File: config.mk
export PLATFORM = sky130hd
export DESIGN_NAME = serial_subtractor_8bit_flat
export DESIGN_NICKNAME = d
export VERILOG_FILES = /design/src/rtl/serial_subtractor_8bit_pkg.sv /design/src/rtl/serial_subtractor_8bit_if.sv /design/src/rtl/serial_subtractor_8bit_cell.sv /design/src/rtl/serial_subtractor_8bit.sv /design/src/flat_wrapper.sv
export SDC_FILE = /design/constraint.sdc
export NUM_CORES = 1
export LEC_CHECK = 0
export CAP_MARGIN = 20
export CORE_MARGIN = 3
export CORE_UTILIZATION = 56
export CTS_BUF_LIST = sky130_fd_sc_hd__clkbuf_8
export DETAILED_ROUTE_END_ITERATION = 12
export PLACE_DENSITY = 0.87
export SYNTH_ARGS = -nofsm -noshare
export SYNTH_HDL_FRONTEND = slang
export SYNTH_SLANG_ARGS = --single-unit
File: constraint.sdc
create_clock -name clk -period 3.73 [get_ports clk]
set_input_delay 0.746 -clock clk [delete_from_list [all_inputs] [get_ports clk]]
set_output_delay 0.746 -clock clk [all_outputs]
set_load 0.01 [all_outputs]
File: src/rtl/serial_subtractor_8bit_pkg.sv
// Shared types and helpers for the bit-serial subtractor.
package sub_pkg;

   // Controller states; 2-bit encoding is visible on the debug state port.
   typedef enum logic [1:0] {
      IDLE = 2'd0,
      RUN  = 2'd1,
      DONE = 2'd2
   } sub_state_e;

   localparam int WIDTH_DEF = 8;

   // Bit-position counter width; it only has to reach WIDTH-1.
   function automatic int cnt_width(input int w);
      return (w > 2) ? $clog2(w) : 1;
   endfunction

endpackage

File: src/rtl/serial_subtractor_8bit_if.sv
// Operation bus between a controller (master) and the serial subtractor (slave).
//
// Handshake: the master raises start together with stable a/b/bin; the request
// is taken on the first rising edge where start=1 and busy=0 (IDLE or DONE cycle).
// Operands are sampled only on that edge. While busy=1, start is ignored.
// done is a one-cycle pulse marking the cycle in which diff/bout/ovf first
// show the new result; those outputs then hold until the next done.
interface serial_subtractor_8bit_if #(
   parameter int WIDTH = 8
);
   logic             start;
   logic [WIDTH-1:0] a;
   logic [WIDTH-1:0] b;
   logic             bin;
   logic             busy;
   logic             done;
   logic [WIDTH-1:0] diff;
   logic             bout;
   logic             ovf;

   modport master (
      output start, a, b, bin,
      input  busy, done, diff, bout, ovf
   );

   modport slave (
      input  start, a, b, bin,
      output busy, done, diff, bout, ovf
   );
endinterface

File: src/rtl/serial_subtractor_8bit_cell.sv
// One-bit full-subtractor cell: d = x - y - bi, with borrow-out bo.
module full_subtractor_1bit (
   input  logic x,
   input  logic y,
   input  logic bi,
   output logic d,
   output logic bo
);
   assign d  = x ^ y ^ bi;
   assign bo = (~x & y) | (~(x ^ y) & bi);
endmodule

File: src/rtl/serial_subtractor_8bit.sv
// Bit-serial subtractor: diff = a - b - bin, one bit per clock, LSB first.
module serial_subtractor_8bit
   import sub_pkg::*;
#(
   parameter int WIDTH = WIDTH_DEF
) (
   input  logic                    clk,
   input  logic                    rst_n,
   serial_subtractor_8bit_if.slave bus,
   output sub_state_e              state_o
);
   localparam int               CNT_W    = cnt_width(WIDTH);
   localparam logic [CNT_W-1:0] CNT_LAST = CNT_W'(WIDTH - 1);

   sub_state_e       state_q, state_d;
   logic             accept;
   logic [CNT_W-1:0] cnt_q, cnt_d;
   logic [WIDTH-1:0] a_q, a_d, b_q, b_d, res_q, res_d;
   logic             brw_q, brw_d;
   logic [WIDTH-1:0] diff_q, diff_d;
   logic             bout_q, bout_d, ovf_q, ovf_d;
   logic             cell_d, cell_bo;

   full_subtractor_1bit u_cell (
      .x  (a_q[0]),
      .y  (b_q[0]),
      .bi (brw_q),
      .d  (cell_d),
      .bo (cell_bo)
   );

   // Next-state logic; a request is taken whenever the block is not running.
   always_comb begin
      state_d = state_q;
      accept  = 1'b0;
      case (state_q)
         IDLE: begin
            if (bus.start) begin
               accept  = 1'b1;
               state_d = RUN;
            end
         end
         RUN: begin
            if (cnt_q == CNT_LAST) state_d = DONE;
         end
         DONE: begin
            if (bus.start) begin
               accept  = 1'b1;
               state_d = RUN;
            end else begin
               state_d = IDLE;
            end
         end
         default: state_d = IDLE;
      endcase
   end

   // Datapath: load on accept, shift one bit per RUN cycle, publish on the last bit.
   always_comb begin
      cnt_d  = cnt_q;
      a_d    = a_q;
      b_d    = b_q;
      res_d  = res_q;
      brw_d  = brw_q;
      diff_d = diff_q;
      bout_d = bout_q;
      ovf_d  = ovf_q;
      if (accept) begin
         a_d   = bus.a;
         b_d   = bus.b;
         brw_d = bus.bin;
         cnt_d = '0;
      end else if (state_q == RUN) begin
         a_d   = {1'b0, a_q[WIDTH-1:1]};
         b_d   = {1'b0, b_q[WIDTH-1:1]};
         res_d = {cell_d, res_q[WIDTH-1:1]};
         brw_d = cell_bo;
         cnt_d = cnt_q + CNT_W'(1);
         if (cnt_q == CNT_LAST) begin
            // On the last bit a_q[0]/b_q[0] are the operand sign bits.
            diff_d = {cell_d, res_q[WIDTH-1:1]};
            bout_d = cell_bo;
            ovf_d  = (a_q[0] ^ b_q[0]) & (cell_d ^ a_q[0]);
         end
      end
   end

   // State and datapath registers; async reset aborts any operation in flight.
   always_ff @(posedge clk or negedge rst_n) begin
      if (!rst_n) begin
         state_q <= IDLE;
         cnt_q   <= '0;
         a_q     <= '0;
         b_q     <= '0;
         res_q   <= '0;
         brw_q   <= 1'b0;
         diff_q  <= '0;
         bout_q  <= 1'b0;
         ovf_q   <= 1'b0;
      end else begin
         state_q <= state_d;
         cnt_q   <= cnt_d;
         a_q     <= a_d;
         b_q     <= b_d;
         res_q   <= res_d;
         brw_q   <= brw_d;
         diff_q  <= diff_d;
         bout_q  <= bout_d;
         ovf_q   <= ovf_d;
      end
   end

   assign bus.busy = (state_q == RUN);
   assign bus.done = (state_q == DONE);
   assign bus.diff = diff_q;
   assign bus.bout = bout_q;
   assign bus.ovf  = ovf_q;
   assign state_o  = state_q;

endmodule

File: src/flat_wrapper.sv
// flat-port wrapper written by rule: the top's interface ports become plain ports
module serial_subtractor_8bit_flat import sub_pkg::*;
#(
   parameter int WIDTH = WIDTH_DEF
)
  (clk, rst_n, state_o, bus_start, bus_a, bus_b, bus_bin, bus_busy, bus_done, bus_diff, bus_bout, bus_ovf);
  serial_subtractor_8bit_if #(.WIDTH(WIDTH)) bus_i ();
  input  logic clk;
  input  logic rst_n;
  output sub_state_e state_o;
  input wire logic [$bits(bus_i.start)-1:0] bus_start;
  input wire logic [$bits(bus_i.a)-1:0] bus_a;
  input wire logic [$bits(bus_i.b)-1:0] bus_b;
  input wire logic [$bits(bus_i.bin)-1:0] bus_bin;
  output wire logic [$bits(bus_i.busy)-1:0] bus_busy;
  output wire logic [$bits(bus_i.done)-1:0] bus_done;
  output wire logic [$bits(bus_i.diff)-1:0] bus_diff;
  output wire logic [$bits(bus_i.bout)-1:0] bus_bout;
  output wire logic [$bits(bus_i.ovf)-1:0] bus_ovf;
  assign bus_i.start = bus_start;
  assign bus_i.a = bus_a;
  assign bus_i.b = bus_b;
  assign bus_i.bin = bus_bin;
  assign bus_busy = bus_i.busy;
  assign bus_done = bus_i.done;
  assign bus_diff = bus_i.diff;
  assign bus_bout = bus_i.bout;
  assign bus_ovf = bus_i.ovf;
  serial_subtractor_8bit #(.WIDTH(WIDTH)) u_core (.clk(clk), .rst_n(rst_n), .bus(bus_i), .state_o(state_o));
endmodule
==> impl_metrics.prom <==
# TYPE chip_impl_metric gauge
chip_impl_info{name="status",value="finished, final reports clean"} 1
chip_impl_info{name="crit_slowest_cell",value="sky130_fd_sc_hd__clkdlybuf4s50_1"} 1
chip_impl_metric{name="p_clk_share",unit="%"} 16.2
chip_impl_metric{name="synth_warnings",unit=""} 0
chip_impl_metric{name="die_h",unit="um"} 60.2
chip_impl_metric{name="finalCritPeriodShare",unit="%"} 68.5
chip_impl_metric{name="critPathMaxStageDelay",unit="ns"} 0.62
chip_impl_metric{name="worst_ep_required_time",unit="ns"} 2.98
chip_impl_metric{name="pleak",unit="nW"} 0.956
chip_impl_metric{name="drt-vias-per-instance",unit=""} 5.50
chip_impl_metric{name="yosys.area.top_type_share",unit="%"} 59.3
chip_impl_metric{name="postCtsSetupBuffers",unit=""} 0
chip_impl_metric{name="core-area",unit="um^2"} 2780
chip_impl_metric{name="timing.critical_path.arrival",unit="ns"} 1.81
chip_impl_metric{name="area_growth_syn_to_layout",unit="%"} 24.2
chip_impl_info{name="cts_tree",value="built"} 1
chip_impl_metric{name="grt_overflow",unit=""} 0
chip_impl_info{name="worstPathCellList",value="nand2b_1, inv_2, clkdlybuf4s50_1"} 1
chip_impl_metric{name="cts.clk_slew.worst_paths",unit="ns"} 0.07
chip_impl_metric{name="period_needed",unit="ns"} 2.55
chip_impl_metric{name="netlist-cell-type-count",unit=""} 24
chip_impl_metric{name="final_core_utilization",unit="%"} 73.5
chip_impl_metric{name="ant_nets",unit=""} 0
chip_impl_info{name="synth.largest_area_cell",value="sky130_fd_sc_hd__dfrtp_1"} 1
chip_impl_metric{name="setup_total_negative_slack",unit="ns"} 0
chip_impl_metric{name="portBuffers",unit=""} 33
chip_impl_metric{name="power_switching",unit="uW"} 623
chip_impl_metric{name="initialDrtViolationCount",unit=""} 35
chip_impl_metric{name="cts_num_sinks",unit=""} 39
chip_impl_metric{name="wl_per_cell",unit="um"} 14.2
chip_impl_metric{name="finalPower",unit="mW"} 1.74
chip_impl_metric{name="critPathMaxFanout",unit=""} 25
chip_impl_metric{name="slew_headroom",unit="%"} 34.2
chip_impl_metric{name="average_cell_area_after_synthesis",unit="um^2"} 10.4
chip_impl_metric{name="placementRows",unit=""} 19
chip_impl_metric{name="slew_viol_final",unit=""} 0
chip_impl_metric{name="worstRegToRegCells",unit=""} 4
chip_impl_metric{name="number_of_buffers_inserted_during_clock_tree_synthesis",unit=""} 5
chip_impl_metric{name="routed_wirelength",unit="mm"} 3.16
chip_impl_metric{name="internal-power",unit="mW"} 1.12
chip_impl_info{name="worst-setup-path-type",value="flip-flop to primary output"} 1
chip_impl_metric{name="post_synth_instance_area",unit="um^2"} 1650
chip_impl_metric{name="postSynthCellCount",unit=""} 159
chip_impl_metric{name="die-width",unit="um"} 60.2
chip_impl_metric{name="holdBufCountCts",unit=""} 0
chip_impl_metric{name="setup_viol_count_final",unit=""} 0
chip_impl_metric{name="p_comb_share",unit="%"} 40.9
chip_impl_metric{name="die_area",unit="um^2"} 3630
chip_impl_metric{name="timing.fmax",unit="MHz"} 392
chip_impl_metric{name="synth.yosys.seq_area_share",unit="%"} 59.3
chip_impl_info{name="grt_setup_unrepaired",value="false"} 1
chip_impl_metric{name="max_cap_viol_count",unit=""} 0
chip_impl_info{name="setup.worst_path.start_class",value="flip-flop"} 1
chip_impl_metric{name="worst_skew_pair.late_latency",unit="ns"} 0.29
chip_impl_metric{name="postCtsResizedCells",unit=""} 0
chip_impl_metric{name="whs_path_depth",unit=""} 2
chip_impl_metric{name="cts_max_path_buffers",unit=""} 2
chip_impl_metric{name="grt.total_usage",unit="%"} 20.3
chip_impl_metric{name="route.vias.total",unit=""} 1222
chip_impl_metric{name="grt_start_max_net_pins",unit=""} 40
chip_impl_metric{name="finClkSkew",unit="ns"} 0.00799
chip_impl_info{name="post_synth_main_area_contributors",value="sky130_fd_sc_hd__dfrtp_1 (59%), sky130_fd_sc_hd__nand2_1 (11%), sky130_fd_sc_hd__mux2_2 (5.5%)"} 1
chip_impl_metric{name="antenna_found_initial",unit=""} 0
chip_impl_metric{name="globalplace.congestion",unit=""} 0.755
chip_impl_metric{name="place_hpwl",unit="mm"} 2.16
chip_impl_metric{name="grt_first_pass_wirelength",unit="mm"} 5.38
chip_impl_metric{name="nets",unit=""} 215
chip_impl_metric{name="drt_pre_antenna_iters",unit=""} 4
chip_impl_metric{name="grt_pass1_vias",unit=""} 1180
chip_impl_metric{name="i_o_pins",unit=""} 34
chip_impl_metric{name="floorplan.initialDensity",unit="%"} 59.2
chip_impl_metric{name="cts_htree_levels",unit=""} 2
chip_impl_metric{name="drcViolationCount",unit=""} 0
chip_impl_info{name="clk_root_buffer_cell",value="sky130_fd_sc_hd__clkbuf_8"} 1
chip_impl_info{name="ys.flop_type",value="sky130_fd_sc_hd__dfrtp_1"} 1
chip_impl_metric{name="synth_enable_flop_cells",unit=""} 0
chip_impl_metric{name="seq_power_share",unit="%"} 42.9
chip_impl_metric{name="drive_gt1_share",unit="%"} 9.42
chip_impl_metric{name="synthArstFlopShare",unit="%"} 100
chip_impl_metric{name="tightestPinTransition",unit="ns"} 0.987
chip_impl_metric{name="hold_violations_final",unit=""} 0
chip_impl_info{name="min_path_type",value="flip-flop to flip-flop"} 1
chip_impl_metric{name="synthesis_stage_register_bit_count",unit=""} 39
chip_impl_metric{name="synth_fp_nets",unit=""} 183
chip_impl_info{name="worstSetupEndpointType",value="primary output"} 1
chip_impl_metric{name="power_density",unit="nW/um^2"} 850
chip_impl_info{name="synthTopCellsByCount",value="sky130_fd_sc_hd__nand2_1 (49), sky130_fd_sc_hd__dfrtp_1 (39), sky130_fd_sc_hd__nor2_1 (13), sky130_fd_sc_hd__a31oi_1 (12), sky130_fd_sc_hd__mux2_2 (8)"} 1
chip_impl_metric{name="vdd.ir_drop.worst",unit="mV"} 0.669
chip_impl_metric{name="netSwitchingFraction",unit="%"} 35.8
chip_impl_metric{name="antennaDiodeCount",unit=""} 0
chip_impl_info{name="yosys.cell_count.top_type",value="sky130_fd_sc_hd__nand2_1"} 1
==> path summary, 6_finish.rpt <==
path / start / end / slack (ns)
max: u_core.state_o[1] / bus_busy / 1.18
min: u_core.res_q[1] / u_core.res_q[1] / 0.49
max reg2reg: u_core.cnt_q[0] / u_core.bus.bout / 1.98
min reg2reg: u_core.res_q[1] / u_core.res_q[1] / 0.49
max in group asynchronous: rst_n / u_core.b_q[4] / 2.64
min in group asynchronous: rst_n / u_core.b_q[0] / 0.56
==> per-stage QoR <==
step | instances | area [um^2] | hold slack (ns) | worst slack (ns)
6_report | 222 | 2050 | 0.489 | 1.18
4_1_cts | 222 | 2050 | 0.498 | 1.18
2_1_floorplan | 159 | 1650 | 0.442 | 2.03
3_5_place_dp | 215 | 1960 | 0.482 | 1.39
5_1_grt | 222 | 2050 | 0.519 | 1.09
3_3_place_gp | 215 | 1960 | 0.458 | 1.49
==> kinds of logic (layout without fill, tap and decap cells) <==
kind of cell             after synthesis  in the layout  synth area share [%]
XOR/XNOR                               1              1                 0.532
flip-flops                            39             39                  59.3
buffers and inverters                 12             44                  4.33
AO/OA/AOI/OAI                         25             25                  9.73
adder cells (fa/ha/maj)                4              4                  3.50
AND/OR/NAND/NOR                       70             70                  17.2
multiplexers                           8              8                  5.47
==> registers in the layout, summed over array words and instances (netlist names) <==
signal           count
u_core.bus.diff      8
u_core.cnt_q         3
u_core.b_q           8
u_core.bus.bout      1
u_core.bus.ovf       1
u_core.state_o       2
u_core.a_q           8
u_core.res_q         7
u_core.brw_q         1
==> power by group through the flow <==
stage	clock network [mW]	logic, mW	registers (mW)
floorplan	0	0.473	0.751
global placement	0	0.686	0.738
detailed placement	0	0.716	0.752
CTS	0.287	0.719	0.745
global route	0.302	0.802	0.773
finish	0.282	0.711	0.746
==> routing by layer <==
layer	GRT usage [%]	part of all wire, %	wire length (um)	vias to the layer above
met2	32.3	49	1540	16
met3	5.62	4.3	136	7
met4	8.86	1.6	51	0
li1	-	-	-	591
met1	26.0	45	1430	608
met5	0	0	0	-
==> layout by cell type (no fill, tap or decap), types with 3 or more instances in the layout <==
| cell | count |
|---|---|
| sky130_fd_sc_hd__nand2_1 | 49 |
| sky130_fd_sc_hd__dfrtp_1 | 39 |
| sky130_fd_sc_hd__clkdlybuf4s50_1 | 32 |
| sky130_fd_sc_hd__nor2_1 | 13 |
| sky130_fd_sc_hd__a31oi_1 | 12 |
| sky130_fd_sc_hd__mux2_2 | 8 |
| sky130_fd_sc_hd__clkbuf_8 | 6 |
| sky130_fd_sc_hd__o21ai_0 | 4 |
| sky130_fd_sc_hd__nand3_1 | 3 |
| sky130_fd_sc_hd__a22o_1 | 3 |
| sky130_fd_sc_hd__ha_1 | 3 |
==> area by class of cell <==
cell class                 instances  area (um^2)
timing repair buffer              34          333
inverter                           3         11.3
sequential                        39          976
fill                             192          736
clock inverter                     1         5.00
clock buffer                       6         82.6
tap                               31         38.8
multi-input combinational        108          599
==> critical path: cells and delay by family, from the launching register on <==
family                 cells  cell delay [ns]
buffers and inverters      2             0.95
DFF                        1             0.40
and+or+nand+nor            1             0.17
Note: power is estimated with default switching activity, not from simulation.
